## config.mk

```make
export PLATFORM = sky130hd
export DESIGN_NAME = gfx_bank_scheduler_flat
export DESIGN_NICKNAME = d
export VERILOG_FILES = /design/src/rtl/gfx_pkg.sv /design/src/rtl/gfx_bank_scheduler_if.sv /design/src/rtl/gfx_bank_port.sv /design/src/rtl/gfx_bank_scheduler.sv /design/src/flat_wrapper.sv
export SDC_FILE = /design/constraint.sdc
export NUM_CORES = 1
export LEC_CHECK = 0
export CAP_MARGIN = 10
export CORE_MARGIN = 2
export CORE_UTILIZATION = 36
export CTS_CLUSTER_DIAMETER = 60
export DETAILED_ROUTE_END_ITERATION = 8
export DONT_BUFFER_PORTS = 1
export HOLD_SLACK_MARGIN = 0.12
export SETUP_SLACK_MARGIN = 0.4
export SYNTH_ARGS = -nofsm -noshare
export SYNTH_HDL_FRONTEND = slang
export SYNTH_HIERARCHICAL = 1
export SYNTH_SLANG_ARGS = --single-unit
```

## constraint.sdc

```tcl
create_clock -name CLK -period 3.3 [get_ports CLK]
set_clock_uncertainty 0.05 [all_clocks]
set_input_delay 0.99 -clock CLK [delete_from_list [all_inputs] [get_ports CLK]]
set_output_delay 0.99 -clock CLK [all_outputs]
set_load 0.01 [all_outputs]
```

## src/rtl/gfx_pkg.sv

```systemverilog
// gfx_pkg: shared constants and types for the gfx bank scheduler.
// Requester indices, bank FSM encoding, bank-select width, RR helper.
package gfx_pkg;

  localparam int N_REQ      = 4;
  localparam int BANK_SEL_W = 2;

  localparam int REQ_SPRITE = 0;
  localparam int REQ_BG0    = 1;
  localparam int REQ_BG1    = 2;
  localparam int REQ_OV     = 3;

  typedef enum logic {
    BANK_IDLE = 1'b0,
    BANK_BUSY = 1'b1
  } bank_state_e;

  typedef logic [BANK_SEL_W-1:0] req_idx_t;

  typedef struct packed {
    logic     hit;
    req_idx_t idx;
  } grant_t;

  // first candidate at or above ptr, wrapping; lowest offset wins
  function automatic grant_t rr_pick(
    input logic [N_REQ-1:0] cand,
    input req_idx_t         ptr
  );
    grant_t   g;
    req_idx_t r;
    g = '0;
    for (int k = N_REQ - 1; k >= 0; k--) begin
      r = ptr + req_idx_t'(k);
      if (cand[r]) begin
        g.hit = 1'b1;
        g.idx = r;
      end
    end
    return g;
  endfunction

endpackage

```

## src/rtl/gfx_bank_scheduler_if.sv

```systemverilog
// gfx_bank_scheduler_if: requester and bank-side signals of the scheduler.
// slave = scheduler view, master = requesters plus bank memories.
interface gfx_bank_scheduler_if #(
  parameter int BITS              = 16,
  parameter int BANK_ADDRESS_BITS = 14
);

  logic [4*(BANK_ADDRESS_BITS+2)-1:0] REQ_ADDR;
  logic [3:0]                         REQ_VALID;
  logic [3:0]                         REQ_READY;
  logic [4*BITS-1:0]                  REQ_DATA;
  logic [4*BANK_ADDRESS_BITS-1:0]     B_ADDR;
  logic [3:0]                         B_VALID;
  logic [4*BITS-1:0]                  B_DIN;
  logic [3:0]                         B_READY;

  modport slave (
    input  REQ_ADDR, REQ_VALID, B_DIN, B_READY,
    output REQ_READY, REQ_DATA, B_ADDR, B_VALID
  );

  modport master (
    output REQ_ADDR, REQ_VALID, B_DIN, B_READY,
    input  REQ_READY, REQ_DATA, B_ADDR, B_VALID
  );

endinterface

```

## src/rtl/gfx_bank_port.sv

```systemverilog
// gfx_bank_port: one bank's IDLE/BUSY FSM, RR pointer and address latch.
// GFX_SCHED_SPRITE_PRIO_EN: sprite requester overrides the pointer.
module gfx_bank_port
  import gfx_pkg::*;
#(
  parameter int AW = 14
) (
  input  logic                     CLK,
  input  logic                     RST,
  input  logic [N_REQ-1:0]         cand,
  input  logic [N_REQ-1:0][AW-1:0] addr_in,
  input  logic                     b_ready,
  output logic                     b_valid,
  output logic [AW-1:0]            b_addr,
  output logic                     done,
  output req_idx_t                 owner
);

  bank_state_e state;
  req_idx_t    ptr;
  grant_t      pick;

  // choose the winner among requesters pending on this bank
  always_comb begin
    pick = rr_pick(cand, ptr);
`ifdef GFX_SCHED_SPRITE_PRIO_EN
    if (cand[REQ_SPRITE]) begin
      pick.hit = 1'b1;
      pick.idx = req_idx_t'(REQ_SPRITE);
    end
`endif
  end

  assign done = (state == BANK_BUSY) && b_ready;

  // grant in IDLE, hold the bank request in BUSY until b_ready
  always_ff @(posedge CLK) begin
    if (RST) begin
      state   <= BANK_IDLE;
      ptr     <= '0;
      owner   <= '0;
      b_valid <= 1'b0;
      b_addr  <= '0;
    end else begin
      unique case (state)
        BANK_IDLE: begin
          if (pick.hit) begin
            state   <= BANK_BUSY;
            owner   <= pick.idx;
            b_addr  <= addr_in[pick.idx];
            b_valid <= 1'b1;
`ifdef GFX_SCHED_SPRITE_PRIO_EN
            if (pick.idx != req_idx_t'(REQ_SPRITE))
              ptr <= pick.idx + 2'd1;
`else
            ptr <= pick.idx + 2'd1;
`endif
          end
        end
        BANK_BUSY: begin
          if (b_ready) begin
            state   <= BANK_IDLE;
            b_valid <= 1'b0;
          end
        end
      endcase
    end
  end

endmodule

```

## src/rtl/gfx_bank_scheduler.sv

```systemverilog
// gfx_bank_scheduler: routes four requesters onto four independent banks.
// GFX_SCHED_SPRITE_PRIO_EN (in gfx_bank_port) gives sprite priority.
module gfx_bank_scheduler
  import gfx_pkg::*;
#(
  parameter int BITS              = 16,
  parameter int BANK_ADDRESS_BITS = 14
) (
  input logic                  CLK,
  input logic                  RST,
  gfx_bank_scheduler_if.slave  bus
);

  localparam int AW = BANK_ADDRESS_BITS;
  localparam int RW = AW + BANK_SEL_W;

  logic [N_REQ-1:0][AW-1:0]         req_lo;
  logic [N_REQ-1:0][BANK_SEL_W-1:0] req_bank;
  logic [N_REQ-1:0][N_REQ-1:0]      cand;
  logic [N_REQ-1:0]                 done;
  logic [N_REQ-1:0]                 b_valid;
  logic [N_REQ-1:0][AW-1:0]         b_addr;
  req_idx_t                         owner [N_REQ];
  logic [N_REQ-1:0][BITS-1:0]       b_din;
  logic [N_REQ-1:0]                 ready_q;
  logic [N_REQ-1:0]                 ready_d;
  logic [N_REQ-1:0][BITS-1:0]       data_q;
  logic [N_REQ-1:0][BITS-1:0]       data_d;

  assign b_din = bus.B_DIN;

  // split addresses; a requester is a candidate only while not pulsing
  always_comb begin
    req_lo   = '0;
    req_bank = '0;
    cand     = '0;
    for (int r = 0; r < N_REQ; r++) begin
      req_lo[r]   = bus.REQ_ADDR[r*RW +: AW];
      req_bank[r] = bus.REQ_ADDR[r*RW+AW +: BANK_SEL_W];
    end
    for (int b = 0; b < N_REQ; b++)
      for (int r = 0; r < N_REQ; r++)
        cand[b][r] = bus.REQ_VALID[r] && !ready_q[r]
                     && (req_bank[r] == req_idx_t'(b));
  end

  for (genvar b = 0; b < N_REQ; b++) begin : g_bank
    gfx_bank_port #(
      .AW(AW)
    ) u_port (
      .CLK     (CLK),
      .RST     (RST),
      .cand    (cand[b]),
      .addr_in (req_lo),
      .b_ready (bus.B_READY[b]),
      .b_valid (b_valid[b]),
      .b_addr  (b_addr[b]),
      .done    (done[b]),
      .owner   (owner[b])
    );
  end

  // steer bank completions back to their owners
  always_comb begin
    ready_d = '0;
    data_d  = data_q;
    for (int b = N_REQ - 1; b >= 0; b--) begin
      if (done[b]) begin
        ready_d[owner[b]] = 1'b1;
        data_d[owner[b]]  = b_din[b];
      end
    end
  end

  // one-cycle ready pulse; data holds between completions
  always_ff @(posedge CLK) begin
    if (RST) begin
      ready_q <= '0;
      data_q  <= '0;
    end else begin
      ready_q <= ready_d;
      data_q  <= data_d;
    end
  end

  assign bus.REQ_READY = ready_q;
  assign bus.REQ_DATA  = data_q;
  assign bus.B_VALID   = b_valid;
  assign bus.B_ADDR    = b_addr;

endmodule

```

## src/flat_wrapper.sv

```systemverilog
// flat-port wrapper written by rule: the top's interface ports become plain ports
module gfx_bank_scheduler_flat import gfx_pkg::*;
#(
  parameter int BITS              = 16,
  parameter int BANK_ADDRESS_BITS = 14
)
  (CLK, RST, bus_REQ_ADDR, bus_REQ_VALID, bus_B_DIN, bus_B_READY, bus_REQ_READY, bus_REQ_DATA, bus_B_ADDR, bus_B_VALID);
  gfx_bank_scheduler_if #(.BITS(BITS), .BANK_ADDRESS_BITS(BANK_ADDRESS_BITS)) bus_i ();
  input logic CLK;
  input logic RST;
  input wire logic [$bits(bus_i.REQ_ADDR)-1:0] bus_REQ_ADDR;
  input wire logic [$bits(bus_i.REQ_VALID)-1:0] bus_REQ_VALID;
  input wire logic [$bits(bus_i.B_DIN)-1:0] bus_B_DIN;
  input wire logic [$bits(bus_i.B_READY)-1:0] bus_B_READY;
  output wire logic [$bits(bus_i.REQ_READY)-1:0] bus_REQ_READY;
  output wire logic [$bits(bus_i.REQ_DATA)-1:0] bus_REQ_DATA;
  output wire logic [$bits(bus_i.B_ADDR)-1:0] bus_B_ADDR;
  output wire logic [$bits(bus_i.B_VALID)-1:0] bus_B_VALID;
  assign bus_i.REQ_ADDR = bus_REQ_ADDR;
  assign bus_i.REQ_VALID = bus_REQ_VALID;
  assign bus_i.B_DIN = bus_B_DIN;
  assign bus_i.B_READY = bus_B_READY;
  assign bus_REQ_READY = bus_i.REQ_READY;
  assign bus_REQ_DATA = bus_i.REQ_DATA;
  assign bus_B_ADDR = bus_i.B_ADDR;
  assign bus_B_VALID = bus_i.B_VALID;
  gfx_bank_scheduler #(.BITS(BITS), .BANK_ADDRESS_BITS(BANK_ADDRESS_BITS)) u_core (.CLK(CLK), .RST(RST), .bus(bus_i));
endmodule
```

==> reports/summary.txt, run 1 <==
status - complete, no violations
cts bufs inserted - 17
# hold bufs at CTS - 0
n_diodes - 0
final net count - 1181
Residual DRC - 0
CP Capture Type - flop
max-slew violations - 0
Setup TNS Final - 0 ns
slew of the pin with the lowest slew margin - 0.738 ns
Startpoint Class - input pin
IO Port Bufs - 0
core area - 0.0245 mm²
Syn Nets - 1205
antenna violations before repair - 0
Hold Vio Cnt, Final - 0
leak pwr - 0.00349 µW
FF+latch count, synth - 148
clock-pin slew on the worst setup and hold paths - 0.07 ns
ranking of synthesized cells by area - dfxtp_1 33%, mux2i_1 16%, nand2_1 9.4%
drt total wl - 32100 µm
Die Wd - 162 µm
Worst Path Required - 3.58 ns
placed cells - 1348
vias post-DR - 8357
clk buf depth - 2
Reg2Reg Setup Slack - 0.92 ns
synth unique cells - 43
Final WS setup - 0.687 ns
Syn-to-layout area delta - 11.1%
DP HPWL - 21600 µm
Main synth FF type - dfxtp_1
worst-path fanout max - 14
num ports - 266
top-count cell post-synth - nand2_1
Worst Path Arrival - 2.90 ns
Yosys top cell area share - 32.8%
setup repair after global routing missed its margin - false
# rows - 57
area leader, netlist - dfxtp_1
fraction of layout cells with a size suffix above 1 - 15.8%
DIE HEIGHT - 162 µm
per-cell routed wire length - 23.3 µm
Post-Synthesis Cells - 1067
1st-pass router iterations - 6
CTS tree - built
Rel. slew slack - 50.8%
cell area after synthesis - 0.00903 mm²
largest net degree at the start of global routing - 105
remaining antenna violation count after routing - 0
Hold WC Path Type - reg2reg
RePlAce Congestion - 0.851
async set-reset flop share out of synthesis - 0%
Final setup viols - 0
Starting Density - 36.9%
post-route cell area - 0.0100 mm²
grt ovf - 0
Power Density - 489 mW/mm²
Yosys warnings - 6
WHS - 0.427 ns
Max Clock Freq - 383 MHz
H-tree depth - 4
routed vias/inst - 6.06
CP Class - in2reg
Final min period - 2.61 ns
CTS sink count - 148
Root Buffer - clkbuf_16
final period utilization - 79.2%
pre-CTS setup slack - 0.0718 ns
GRT Util Overall - 23.6%
first-pass GRT wire length - 47800 µm
vias in the first global route - 8165
number of synthesized flops with an enable pin - 0
Syn Area/Cell - 8.46 µm²
sequential share of the synthesized area - 32.8%
fin cells - 1380
Worst-Skew Late Latency - 0.41 ns
Starting DRT DRC Count - 677
maximum vdd ir drop - 0.000271 V
die area - 0.0264 mm²
total of max-cap violations - 0
Placement Cell Area - 0.00944 mm²
Synth top cells by count - 226 x nand2_1, 148 x dfxtp_1, 140 x mux2i_1
[final cells by class]
cell class | instances | area, µm²
clock buffers | 20 | 467
clock inverters | 12 | 114
fillers | 2436 | 14400
inverters | 8 | 30.0
multi-input cells | 821 | 5650
flip-flops and latches | 148 | 2960
well taps | 324 | 405
repair buffers | 47 | 403
[worst max-delay path: stages]
cell and delay [ns]:
nor2b_1 0.30, nand2_1 0.09, nor2_1 0.23, nor3b_1 0.26, nor3_2 0.11, or4_1 0.43
buf_4 0.24, o221ai_1 0.22
[state kept, by name, summed over array words and instances, names as in the netlist]
name                          cells
u_core/bus.REQ_DATA              64
u_core/g_bank.u_port/b_addr      56
u_core/g_bank.u_port/owner        8
u_core/g_bank.u_port/ptr          8
u_core/bus.REQ_READY              4
u_core/g_bank.u_port/b_valid      4
u_core/g_bank.u_port/state        4
[through the flow]
stage               total power [µW]  util (%)
floorplan                       2790         -
global placement                2980      38.6
detailed placement              3000      38.6
CTS                             4940      41.0
global route                    5110      41.0
finish                          4900      41.0
[worst paths after layout]
kind	start	to	cells after the start
setup / recovery	bus_REQ_VALID[2]	u_core/g_bank[2].u_port/b_addr[2]$_SDFFE_PP0P_	8
hold / removal	u_core/g_bank[3].u_port/state$_SDFF_PP0_	u_core/g_bank[3].u_port/state$_SDFF_PP0_	2
setup reg to reg	u_core/bus.REQ_READY[2]$_SDFF_PP0_	u_core/g_bank[2].u_port/b_addr[2]$_SDFFE_PP0P_	8
hold reg to reg	u_core/g_bank[3].u_port/state$_SDFF_PP0_	u_core/g_bank[3].u_port/state$_SDFF_PP0_	2
[logic make-up after synthesis]
| kind of cell | count (synthesis) | share of synthesized area [%] |
|---|---|---|
| XOR/XNOR | 4 | 0.388 |
| AND/OR/NAND/NOR | 397 | 19.5 |
| buffers and inverters | 98 | 5.49 |
| AO/OA/AOI/OAI | 280 | 26.3 |
| flip-flops | 148 | 32.8 |
| multiplexers | 140 | 15.5 |
[power breakdown]
group	switching, µW	leakage [µW]	total, µW	internal [µW]
clock network	884	0.000289	1940	1060
registers	202	0.00121	2140	1940
logic	429	0.00199	823	394
[timing repair]
item / in CTS / in global routing
resized for setup: 0 / 2
endpoints found under the setup margin: 0 / 14
endpoints found under the hold margin: 0 / 0
buffers inserted: 0 / 0
[per-layer routing]
layer	track usage [%]	wire length [µm]
met4	8.69	853
met3	7.94	3520
met2	39.1	14800
met5	0	0
met1	28.6	12900
[cells in the final DEF (no fill, tap or decap), drive strengths merged, types with 16 or more instances in the layout]
| master | netlist | routed |
|---|---|---|
| nand2 | 226 | 226 |
| dfxtp | 148 | 148 |
| mux2i | 140 | 140 |
| nor2 | 102 | 102 |
| o21ai | 64 | 64 |
| a311oi | 63 | 63 |
| o221ai | 56 | 56 |
| a31o | 48 | 48 |
| buf | 55 | 47 |
| clkbuf | 35 | 20 |
| nand3b | 16 | 16 |
Power figures use the tool's default switching activity.
==> run 2, diff against run 1 <==
==> constraint.sdc (replaced) <==
create_clock -name CLK -period 2.1 [get_ports CLK]
set_clock_uncertainty 0.05 [all_clocks]
set_input_delay 0.63 -clock CLK [delete_from_list [all_inputs] [get_ports CLK]]
set_output_delay 0.63 -clock CLK [all_outputs]
set_load 0.01 [all_outputs]
==> reports/summary.txt, run 2 (synthesis gave the netlist of run 1 again) <==
Residual DRC - 0 (unchanged)
# hold bufs at CTS - 0 (unchanged)
final net count - 1258 (was 1181)
largest net degree at the start of global routing - 105 (unchanged)
Final setup viols - 0 (unchanged)
CTS sink count - 148 (unchanged)
Final min period - 2.07 ns
pre-CTS setup slack - -0.294 ns (was 0.0718 ns)
routed vias/inst - 6.22 (was 6.06)
IO Port Bufs - 0 (unchanged)
slowest cell on the critical path - dfxtp_4 (was or4_1)
Power Density - 659 mW/mm² (was 489 mW/mm²)
DP HPWL - 22600 µm (was 21600 µm)
core area - 0.0245 mm² (unchanged)
Hold Vio Cnt, Final - 0 (unchanged)
Reg2Reg Setup Slack - 0.03 ns (was 0.92 ns)
Worst-Skew Late Latency - 0.42 ns (was 0.41 ns)
worst setup path endpoint - u_core/g_bank[3].u_port/b_addr[4]$_SDFFE_PP0P_ (was u_core/g_bank[2].u_port/b_addr[2]$_SDFFE_PP0P_)
Syn-to-layout area delta - 43.8% (was 11.1%)
vias in the first global route - 8763 (was 8165)
GRT Util Overall - 26.2% (was 23.6%)
RR Endpoint - u_core/g_bank[3].u_port/b_addr[4]$_SDFFE_PP0P_ (was u_core/g_bank[2].u_port/b_addr[2]$_SDFFE_PP0P_)
CP Class - reg2reg (was in2reg)
DIE HEIGHT - 162 µm (unchanged)
leading cell types in the layout, fill and taps excluded - 162 x nand2_1, 141 x dfxtp_1, 105 x mux2i_1, 87 x nor2_1, 63 x o21ai_0 (was 226 x nand2_1, 148 x dfxtp_1, 140 x mux2i_1, 101 x nor2_1, 64 x o21ai_0)
Internal Power - 5820 µW (was 3390 µW)
status - complete, no violations (unchanged)
Critical path buffers and inverters - 2 (was 1)
n_diodes - 0 (unchanged)
setup repair after global routing missed its margin - true (was false)
Final WS setup - 0.0328 ns (was 0.687 ns)
Hold WC Path Type - in2reg (was reg2reg)
commonest non-fill, non-tap cell in the layout - nand2_1 (unchanged)
Starting DRT DRC Count - 789 (was 677)
Clk pwr share - 37.6% (was 39.5%)
Placement Cell Area - 0.0103 mm² (was 0.00944 mm²)
Startpoint Class - flop (was input pin)
num ports - 266 (unchanged)
remaining antenna violation count after routing - 0 (unchanged)
Gate power share - 22.7% (was 16.8%)
fraction of layout cells with a size suffix above 1 - 41.7% (was 15.8%)
WP depth - 8 (unchanged)
reg2reg start - u_core/bus.REQ_READY[0]$_SDFF_PP0_ (was u_core/bus.REQ_READY[2]$_SDFF_PP0_)
first-pass GRT wire length - 52900 µm (was 47800 µm)
Crit path largest cell delay - 0.41 ns (was 0.43 ns)
clk buf depth - 2 (unchanged)
Worst Path Arrival - 2.33 ns (was 2.90 ns)
CP Capture Type - flop (unchanged)
CTS tree - built (unchanged)
RePlAce Congestion - 0.872 (was 0.851)
maximum vdd ir drop - 0.000533 V (was 0.000271 V)
per-cell routed wire length - 25.2 µm (was 23.3 µm)
clock-pin slew on the worst setup and hold paths - 0.08 ns (was 0.07 ns)
drt total wl - 36700 µm (was 32100 µm)
sw power - 2730 µW (was 1510 µW)
vias post-DR - 9068 (was 8357)
grt ovf - 0 (unchanged)
Core Util, Final - 53.1% (was 41.0%)
Switching Share - 31.9% (was 30.9%)
max reg flops - 64 (unchanged)
Max Clock Freq - 484 MHz
1st-pass router iterations - 5 (was 6)
Rel. slew slack - 74.3% (was 50.8%)
crit-path leading delay family - simple AND/OR/NAND/NOR gates (unchanged)
leak pwr - 0.00461 µW (was 0.00349 µW)
H-tree depth - 4 (unchanged)
antenna violations before repair - 1 (was 0)
final period utilization - 98.4%
# rows - 57 (unchanged)
Worst Path Required - 2.36 ns (was 3.58 ns)
Cell Chain, Critical Path - and4b_2, nand2_2, nand3b_1, a2bb2oi_4, buf_6, buf_12, mux2i_2, o221ai_2 (was nor2b_1, nand2_1, nor2_1, nor3b_1, nor3_2, or4_1, buf_4, o221ai_1)
Die Wd - 162 µm (unchanged)
Setup TNS Final - 0 ns (unchanged)
R2R depth - 8 (unchanged)
cts bufs inserted - 17 (unchanged)
part of the power in registers - 39.8% (was 43.7%)
Worst Setup SP - u_core/bus.REQ_READY[0]$_SDFF_PP0_ (was bus_REQ_VALID[2])
die area - 0.0264 mm² (unchanged)
total of max-cap violations - 0 (unchanged)
slew of the pin with the lowest slew margin - 0.382 ns (was 0.738 ns)
Starting Density - 36.9% (unchanged)
max-slew violations - 0 (unchanged)
post-route cell area - 0.0130 mm² (was 0.0100 mm²)
worst-path fanout max - 8 (was 14)
Root Buffer - clkbuf_16 (unchanged)
-- run 2: power by group through the flow --
stage	clock network (µW)	registers [µW]	logic [µW]
after floorplan	0	3340	1160
after global placement	0	3450	1470
after detailed placement	0	3450	1490
after CTS	3250	3390	1690
after global routing	3370	3430	2050
final	3210	3400	1940
-- run 2: how the worst min path moves through the flow --
stage                                                        from                                             to  slack [ns]  cells past startpoint
finish                                                        RST             u_core/bus.REQ_READY[0]$_SDFF_PP0_        0.23                      1
global route                                                  RST             u_core/bus.REQ_READY[0]$_SDFF_PP0_        0.21                      1
CTS                                                           RST             u_core/bus.REQ_DATA[43]$_SDFF_PP0_        0.20                      1
detailed placement       u_core/g_bank[2].u_port/state$_SDFF_PP0_       u_core/g_bank[2].u_port/state$_SDFF_PP0_        0.43                      2
global placement         u_core/g_bank[0].u_port/state$_SDFF_PP0_       u_core/g_bank[0].u_port/state$_SDFF_PP0_        0.42                      2
floorplan           u_core/g_bank[1].u_port/owner[0]$_SDFFE_PP0P_  u_core/g_bank[1].u_port/owner[0]$_SDFFE_PP0P_        0.40                      2
-- run 2: layer usage --
layer	global-route usage (%)	routed length, µm	up-vias
met4	9.69	1100	2
met1	30.7	13500	4392
met5	0	12	-
met2	43.9	17700	516
li1	-	-	4078
met3	9.57	4350	80
-- run 2: stage by stage --
| stage | instances | total power, µW | hold WS (ns) |
|---|---|---|---|
| 4_1_cts | 1450 | 8330 | 0.199 |
| 2_1_floorplan | 1067 | 4500 | 0.405 |
| 3_5_place_dp | 1380 | 4940 | 0.429 |
| 3_3_place_gp | 1380 | 4920 | 0.422 |
| 5_1_grt | 1457 | 8850 | 0.210 |
| 6_report | 1457 | 8550 | 0.230 |
-- run 2: area by class of cell --
cell class                 instances  area (µm²)
fill                            2140       11500
multi-input combinational        821        7220
sequential                       148        2980
timing repair buffer             124        1740
clock buffer                      18         439
tap                              324         405
clock inverter                    14         160
inverter                           8        30.0
-- run 2: repair_timing --
item / 4_1_cts / 5_1_grt
pin swaps: 113 / 86
buffers inserted: 28 / 5
endpoints found under the setup margin: 139 / 141
gates cloned: 10 / 2
gates resized for setup: 111 / 206
